**config.mk**
```make
export PLATFORM = sky130hd
export DESIGN_NAME = atcaxi2tluh500_arb_rr
export DESIGN_NICKNAME = d
export VERILOG_FILES = /design/src/rtl/atcaxi2tluh500_arb_rr_pkg.sv /design/src/rtl/atcaxi2tluh500_arb_rr_fp.sv /design/src/rtl/atcaxi2tluh500_arb_rr.sv
export SDC_FILE = /design/constraint.sdc
export NUM_CORES = 1
export LEC_CHECK = 0
export CAP_MARGIN = 20
export CORE_AREA = 2 2 75 77
export CTS_CLUSTER_SIZE = 25
export DETAILED_ROUTE_END_ITERATION = 16
export DIE_AREA = 0 0 77 79
export PLACE_DENSITY = 0.76
export SLEW_MARGIN = 0
export SYNTH_ARGS = -nofsm -noshare
export SYNTH_HDL_FRONTEND = slang
export SYNTH_SLANG_ARGS = --single-unit
export TNS_END_PERCENT = 20
```
**constraint.sdc**
```tcl
create_clock -name aclk -period 3.1 [get_ports aclk]
set_input_delay 0.465 -clock aclk [delete_from_list [all_inputs] [get_ports aclk]]
set_output_delay 0.465 -clock aclk [all_outputs]
set_load 0.005 [all_outputs]
```
**src/rtl/atcaxi2tluh500_arb_rr_pkg.sv**
```systemverilog
// Shared configuration for the atcaxi2tluh500 round-robin arbiter.
// Holds the FSM state encodings used by the arbiter top.
package atcaxi2tluh500_arb_rr_pkg;

  localparam logic ST_IDLE = 1'b0;
  localparam logic ST_LOCK = 1'b1;

endpackage

```
**src/rtl/atcaxi2tluh500_arb_rr_fp.sv**
```systemverilog
// Fixed-priority one-hot picker: the lowest set request bit wins.
module atcaxi2tluh500_arb_fp #(
  parameter int N = 4
) (
  input  logic [N-1:0] req_i,
  output logic [N-1:0] gnt_o
);

  // Two's-complement trick isolates the least significant set bit.
  assign gnt_o = req_i & (~req_i + N'(1));

endmodule

```
**src/rtl/atcaxi2tluh500_arb_rr.sv**
```systemverilog
// Round-robin arbiter with burst locking: a granted requester keeps the
// downstream channel until its last beat transfers. Data path is combinational.
module atcaxi2tluh500_arb_rr
  import atcaxi2tluh500_arb_rr_pkg::*;
#(
  parameter int N  = 4,
  parameter int DW = 32,
  localparam int IDW = $clog2(N)
) (
  input  logic              aclk,
  input  logic              areset,
  input  logic [N-1:0]      req_valid,
  input  logic [N-1:0]      req_last,
  input  logic [N*DW-1:0]   req_data,
  output logic [N-1:0]      req_ready,
  output logic              out_valid,
  output logic              out_last,
  output logic [DW-1:0]     out_data,
  input  logic              out_ready,
  output logic [N-1:0]      grant,
  output logic [IDW-1:0]    grant_id
);

  function automatic logic [IDW-1:0] oh2idx(input logic [N-1:0] oh);
    logic [IDW-1:0] idx;
    idx = '0;
    for (int i = 0; i < N; i++) begin
      if (oh[i]) idx = idx | IDW'(i);
    end
    return idx;
  endfunction

  function automatic logic [IDW-1:0] next_idx(input logic [IDW-1:0] x);
    return (x == IDW'(N - 1)) ? '0 : x + 1'b1;
  endfunction

  logic           state_q, state_d;
  logic [IDW-1:0] ptr_q, ptr_d;
  logic [IDW-1:0] owner_q, owner_d;

  logic [N-1:0]   ptr_mask;
  logic [N-1:0]   masked_oh;
  logic [N-1:0]   full_oh;
  logic [N-1:0]   win_oh;
  logic [IDW-1:0] win_id;
  logic           xfer_last;
  logic [DW-1:0]  lane_data [N];

  genvar gi;
  generate
    for (gi = 0; gi < N; gi++) begin : g_lane
      assign ptr_mask[gi]  = (ptr_q <= IDW'(gi));
      assign lane_data[gi] = req_data[gi*DW +: DW] & {DW{grant[gi]}};
    end
  endgenerate

  atcaxi2tluh500_arb_fp #(.N(N)) u_fp_masked (
    .req_i (req_valid & ptr_mask),
    .gnt_o (masked_oh)
  );

  atcaxi2tluh500_arb_fp #(.N(N)) u_fp_full (
    .req_i (req_valid),
    .gnt_o (full_oh)
  );

  // Fall back to the unmasked pick only when nothing at or above ptr is valid.
  assign win_oh = (|masked_oh) ? masked_oh : full_oh;
  assign win_id = oh2idx(win_oh);

  always_comb begin
    grant = '0;
    if (state_q == ST_LOCK) begin
      if (req_valid[owner_q]) grant = N'(1) << owner_q;
    end else begin
      grant = win_oh;
    end
  end

  always_comb begin
    out_data = '0;
    for (int i = 0; i < N; i++) begin
      out_data = out_data | lane_data[i];
    end
  end

  assign out_valid = |grant;
  assign out_last  = |(grant & req_last);
  assign req_ready = grant & {N{out_ready}};
  assign grant_id  = oh2idx(grant);
  assign xfer_last = out_valid & out_ready & out_last;

  always_comb begin
    state_d = state_q;
    ptr_d   = ptr_q;
    owner_d = owner_q;
    if (state_q == ST_IDLE) begin
      if (out_valid) begin
        if (xfer_last) begin
          ptr_d = next_idx(win_id);
        end else begin
          state_d = ST_LOCK;
          owner_d = win_id;
        end
      end
    end else if (xfer_last) begin
      state_d = ST_IDLE;
      ptr_d   = next_idx(owner_q);
    end
  end

  always_ff @(posedge aclk or posedge areset) begin
    if (areset) begin
      state_q <= ST_IDLE;
      ptr_q   <= '0;
      owner_q <= '0;
    end else begin
      state_q <= state_d;
      ptr_q   <= ptr_d;
      owner_q <= owner_d;
    end
  end

endmodule

```
==> results.yml, run 1 <==
run_status:
  status: "finished with violations"
  violations: "setup timing"
worst_hold_path:
  hold_path.class: "primary input to async pin"
worst_setup_path:
  path_common_cell: "buf_4"
  arrival_ns: 2.64
  path_class: "primary input to output port"
  crit_fanout: 6
  cp-end-kind: "output port"
  critical_path.startpoint_type: "primary input"
  crit_path_cell_trace: "dlygate4sd2_1 -> mux4_2 -> and3_4 -> a41o_4 -> buf_12 -> a222oi_1 -> buf_4 -> buf_4 -> nand2_1 -> clkbuf_2"
  max_stage_delay_ns: 0.51
  crit_required_ns: 2.63
  crit_slowest_cell: "mux4_2"
floorplanning:
  pin_count: 183
  initial_core_util_pct: 22.3
  rows: 27
  die_w_um: 77
  die_h_um: 79
  core_area_um2: 5340
  dieArea_um2: 6080
global_routing:
  grt_pass1_vias: 2359
  grt_antenna_before_repair: 0
  grt-ovfl-total: 0
  grt_max_degree: 29
  track_usage_pct: 25.3
  grt_pass1_wl_um: 12200
cells_and_area:
  final_common_cell: "clkdlybuf4s50_1"
  syn_to_final_growth_pct: 191
  nets: 530
  layout_common_cells: "clkdlybuf4s50_1, nand2_1, a222oi_1, buf_4, dlygate4sd2_1"
  layout-drive-gt1-share_pct: 16.3
  n_antenna_cell: 0
  multi_input_area_um2: 1040
  seqCellArea_um2: 125
  fill_cells: 469
sta:
  fin_hold_ws_ns: 0.437
  setup_tns_ns: -0.00955
  period_minus_slack_ns: 3.10
  hold_violations: 0
  worstMarginPinSlew_ns: 0.417
  clock_skew_ns: 0.000662
  setup_violations: 2
  max_slew_margin_pct: 72.2
  slew_viol_final: 0
  post-route-period-util_pct: 100
  max_clock_freq_mhz: 322
  rsz0062_at_grt: "true"
  timing.final.ws_setup_ns: -0.00496
cts:
  numCtsBuffers: 3
  cts.path.max_buffers: 2
  cts_root_buf: "clkbuf_8"
  clock-sinks: 5
  clk_pin_slew_ns: 0.03
  cts.htree.levels: 1
  hold_buffers: 0
  clock_latency_ns: 0.22
  cts_tree: "done"
logic_synthesis:
  synth_fa_ha_area_share_pct: 4.21
  synth.area.mux_share_pct: 5.57
  synth_top_family_by_area: "compound AO/OA/AOI/OAI gates"
  yosysUniqueCellTypes: 29
  syn_area_um2: 1190
  ys_ff_latch: 5
  ys_seq_area_share_pct: 10.5
  synth_area_per_cell_um2: 6.54
  ys.flop_type: "dfrtp_1"
  synth-edff-count: 0
  synth_simple_gate_area_share_pct: 33.9
  yosysTopAreaCell: "a222oi_1"
  synth.top_cell.area_share_pct: 27.8
  synth_cells: 182
  async_flop_share_pct: 100
  yosysWarnings: 0
  syn-num-nets: 325
  synth_area_leaders: "a222oi_1, nand2_1, dfrtp_1"
  synth-xor-area-share_pct: 0
  synth-compound-area-share_pct: 38.2
placed_design:
  port_buffers: 182
  hpwlAfterDp_um: 5920
  gp_congestion: 0.883
run:
  maxCapViolations: 0
drt:
  vias: 2403
  routedWlPerCell_um: 17.4
  drc: 0
  postRouteAntennaNets: 0
  drtIter0Drc: 183
  dr.pass1.iters: 7
  wirelength_um: 7980
  post_drt_via_cell_ratio: 5.25
power_and_ir_drop:
  p_sw_share_pct: 40.9
  p_switching_uw: 1060
  p_comb_share_pct: 89.5
  leakage_uw: 0.00159
  pwr-share-clk_pct: 4.6
  seqPwrFrac_pct: 5.9
  max-vdd-ir-drop_mv: 0.331
  powerDensity_nw_per_um2: 745
  p_int_uw: 1530
## power groups by stage
stage               Clock (uW)  Combinational (uW)  Sequential, uW
floorplan                    0                 913             130
global placement             0                2150             149
detailed placement           0                2170             150
CTS                        120                2260             151
global route               128                2500             160
finish                     118                2310             153
## worst max-delay path: cells and delay by family
| kind | cells | cell delay (ns) |
|---|---|---|
| simple gates | 2 | 0.26 |
| compound gates | 2 | 0.62 |
| buf+inv | 5 | 0.79 |
| mux | 1 | 0.51 |
## stage by stage
stage                     std cells  power, uW  utilization (%)  worst slack (ns)  area, um2
final                           458       2580             65.0          -0.00496       3470
after detailed placement        439       2320             59.9            -0.332       3200
after global routing            458       2790             65.0           -0.0614       3470
after CTS                       454       2530             64.5            0.0425       3440
after floorplan                 182       1040                -             0.459       1190
after global placement          439       2300             59.9            -0.266       3200
## repair_timing
item,CTS,global route
endpoints found under the hold margin,0,0
buffers inserted,6,6
pin swaps,22,21
resized for setup,71,19
setup endpoints to repair,42,20
gates cloned,5,0
## path summary, 6_finish.rpt
check,from,to,slack (ns),cells after the start
hold / removal,areset,ptr_q[1],0.44,2
max in group asynchronous,areset,owner_q[1],2.50,2
hold reg to reg,ptr_q[0],ptr_q[0],0.60,1
setup reg to reg,owner_q[1],owner_q[0],0.14,11
min in group aclk,ptr_q[0],ptr_q[0],0.60,1
setup / recovery,req_valid[0],out_last,-0.005,10
## kinds of logic after synthesis
| logic type | count (synthesis) |
|---|---|
| multiplexers | 5 |
| buffers and inverters | 24 |
| AO/OA/AOI/OAI | 51 |
| flip-flops | 5 |
| adder cells (fa/ha/maj) | 4 |
| AND/OR/NAND/NOR | 93 |
## flip-flops by register name, summed over array words and instances (netlist names)
signal   cells
ptr_q        2
owner_q      2
state_q      1
## cell usage after synthesis, drive strengths merged, types with 4 or more instances
cell type  number
and2            4
a222oi         33
nand2          67
ha              4
o21ai           7
or2             5
inv             8
clkbuf         15
dfrtp           5
## area by class of cell
class | count | area share, %
multi-input cells | 153 | 30.1
clock buffers | 4 | 1.30
well taps | 72 | 2.60
inverters | 8 | 0.866
flip-flops and latches | 5 | 3.61
repair buffers | 216 | 61.5
## layer usage
metal	GRT usage, %	up-vias	part of all wire (%)	wire, um
li1	-	1120	-	-
met1	29.7	1089	38	3010
met2	46.0	171	50	3950
met3	4.89	23	9.2	736
met4	9.11	0	3.6	284
met5	0	-	0	0
Power figures use the tool's default switching activity.
==> run 2, diff against run 1 <==
--- a/config.mk
+++ b/config.mk
@@ -5,12 +5,13 @@
 export SDC_FILE = /design/constraint.sdc
 export NUM_CORES = 1
 export LEC_CHECK = 0
+export ABC_AREA = 1
 export CAP_MARGIN = 20
-export CORE_AREA = 2 2 75 77
+export CORE_AREA = 2 2 77 79
 export CTS_CLUSTER_SIZE = 25
 export DETAILED_ROUTE_END_ITERATION = 16
-export DIE_AREA = 0 0 77 79
-export PLACE_DENSITY = 0.76
+export DIE_AREA = 0 0 79 81
+export PLACE_DENSITY = 0.77
 export SLEW_MARGIN = 0
 export SYNTH_ARGS = -nofsm -noshare
 export SYNTH_HDL_FRONTEND = slang
==> run 2 against run 1 <==
Against the previous run:
- the flow now finishes without violations
- sequential share of layout area barely moved
- setup slack gained 0.19 ns
- register-to-register slack better by 1.0 ns
- die area is 5.2% higher
- fmax rose by 6.4%
- synthesized cell count increased by 53%
==> results.yml, run 2 <==
cells_and_area:
  nets: 604
  largest_registers: "owner_q: 2 flops, ptr_q: 2 flops, state_q: 1 flops"
  n_antenna_cell: 0
  stdcell_count: 535
  layout_common_cells: "clkdlybuf4s50_1, nand2_1, nand4_1, nand3_1, inv_1"
  fill_cells: 558
  layout-drive-gt1-share_pct: 7.61
  syn_to_final_growth_pct: 145
  final_common_cell: "clkdlybuf4s50_1"
cts:
  cts_setup_buffers: 0
  cts.repair.resized: 0
  cts_root_buf: "clkbuf_8"
  cts.path.max_buffers: 2
  clk_pin_slew_ns: 0.03
  hold_buffers: 0
  clock_latency_ns: 0.22
  cts.htree.levels: 1
  numCtsBuffers: 3
  clock-sinks: 5
  cts_tree: "done"
floorplanning:
  core_area_um2: 5680
  initial_core_util_pct: 25.0
  die_w_um: 79
  rows: 28
  dieArea_um2: 6400
  pin_count: 183
  die_h_um: 81
logic_synthesis:
  synth_area_leaders: "nand2_1, nand4_1, dfrtp_1"
  synth.top_cell.area_share_pct: 43.5
  yosysTopAreaCell: "nand2_1"
  synth.most_common_cell: "nand2_1"
  synth_cells: 278
  synth_fa_ha_area_share_pct: 3.53
  synth-compound-area-share_pct: 1.15
  synth.area.mux_share_pct: 0
  yosysWarnings: 0
  synth-xor-area-share_pct: 0
  synth_common_cells: "nand2_1, nand4_1, nand3_1, inv_1, buf_2"
  yosysUniqueCellTypes: 20
  syn_area_um2: 1420
  ys_seq_area_share_pct: 8.83
  ys.flop_type: "dfrtp_1"
  synth-edff-count: 0
  synth_top_family_by_area: "simple AND/OR/NAND/NOR gates"
  synth_area_per_cell_um2: 5.09
  async_flop_share_pct: 100
  synth_simple_gate_area_share_pct: 78.1
  ys_ff_latch: 5
  syn-num-nets: 421
worst_setup_path:
  path_delay_family: "buffers and inverters"
  crit_path_cell_trace: "clkdlybuf4s50_1 -> inv_1 -> nor3_1 -> nand2_1 -> nand3_2 -> nand2_4 -> inv_2 -> buf_12 -> nand2_1 -> nand4_1 -> clkdlybuf4s50_1"
  r2r_slack_ns: 1.18
  crit_slowest_cell: "clkdlybuf4s50_1"
  cp-end-kind: "output port"
  crit_required_ns: 2.63
  reg2regPathDepth: 10
  crit_buf_inv: 5
  path_class: "primary input to output port"
  crit_fanout: 33
  arrival_ns: 2.45
  rr_startpoint: "owner_q[0]"
  r2r-end: "owner_q[0]"
  critical_path.startpoint_type: "primary input"
  max_stage_delay_ns: 0.53
drt:
  vias: 2470
  drc: 0
  postRouteAntennaNets: 0
  drtIter0Drc: 81
  wirelength_um: 7330
  dr.pass1.iters: 4
  post_drt_via_cell_ratio: 4.62
  routedWlPerCell_um: 13.7
global_routing:
  busiest_layer: "met2"
  grt_use_met3_pct: 4.00
  grt_use_met2_pct: 37.6
  grt_pass1_wl_um: 11000
  grt-ovfl-total: 0
  use_met1_pct: 27.3
  grt_max_degree: 34
  grt_antenna_before_repair: 0
  grt_pass1_vias: 2231
  track_usage_pct: 21.0
sta:
  setup_violations: 0
  worstMarginPinSlew_ns: 0.355
  rsz0062_at_grt: "false"
  clock_skew_ns: 0.00122
  period_minus_slack_ns: 2.92
  max_clock_freq_mhz: 343
  setup_tns_ns: 0
  post-route-period-util_pct: 94.1
  max_slew_margin_pct: 76.3
  hold_violations: 0
  slew_viol_final: 0
power_and_ir_drop:
  max-vdd-ir-drop_mv: 0.578
  powerDensity_nw_per_um2: 870
  leakage_uw: 0.00150
run:
  maxCapViolations: 0
placed_design:
  hpwlAfterDp_um: 5950
  gp_congestion: 0.874
  dp_cells: 530
  port_buffers: 182
run_status:
  status: "complete, no violations"
worst_hold_path:
  hold_path.class: "primary input to async pin"
==> run 2: cell types whose count changed after synthesis, sizes merged, moves of 11 or more <==
cell / before / now
nand4: 0 / 34
nand3: 3 / 16
a222oi: 33 / 0
clkbuf: 15 / 2
nor2: 2 / 13
nand2: 67 / 174
==> run 2: area by class of cell <==
type | count | area, um2 | area share, %
inverter | 15 | 58.8 | 1.69
tap | 75 | 93.8 | 2.70
timing repair buffer | 191 | 1970 | 56.9
multi-input combinational | 245 | 1170 | 33.8
clock buffer | 4 | 45.0 | 1.30
sequential | 5 | 125 | 3.61
==> run 2: cell families after synthesis <==
group	count (synthesis)
fa+ha+maj	4
flops	5
simple gates	238
buf+inv	28
compound gates	3
==> run 2: stage by stage <==
stage | cell area, um2 | util, % | hold slack [ns] | total power (uW) | setup slack (ns)
2_1_floorplan | 1420 | - | 0.244 | 1360 | 1.24
3_3_place_gp | 3390 | 59.8 | 0.490 | 2830 | 0.150
3_5_place_dp | 3390 | 59.8 | 0.490 | 2850 | 0.111
4_1_cts | 3440 | 60.6 | 0.455 | 2980 | 0.108
5_1_grt | 3470 | 61.1 | 0.480 | 3310 | 0.0183
6_report | 3470 | 61.1 | 0.445 | 3020 | 0.182
==> run 2: report_power, final <==
part | internal [uW] | switching, uW
clock | 88.1 | 29.7
combinational | 1500 | 1250
sequential | 97.6 | 54.1
==> run 2: metal layers <==
| metal | wire (um) | part of all wire, % |
|---|---|---|
| met4 | 5 | 0.068 |
| met5 | 0 | 0 |
| met3 | 593 | 8.1 |
| met2 | 3680 | 50 |
| met1 | 3050 | 42 |
==> run 2: worst max-delay path by stage <==
stage / from / endpoint / depth (start not counted)
5_1_grt: req_valid[1] / out_data[9] / 12
2_1_floorplan: owner_q[0] / out_data[0] / 7
4_1_cts: req_valid[0] / out_data[29] / 12
3_3_place_gp: req_valid[0] / out_data[13] / 12
3_5_place_dp: req_valid[0] / out_data[29] / 12
6_report: req_valid[1] / out_data[29] / 11
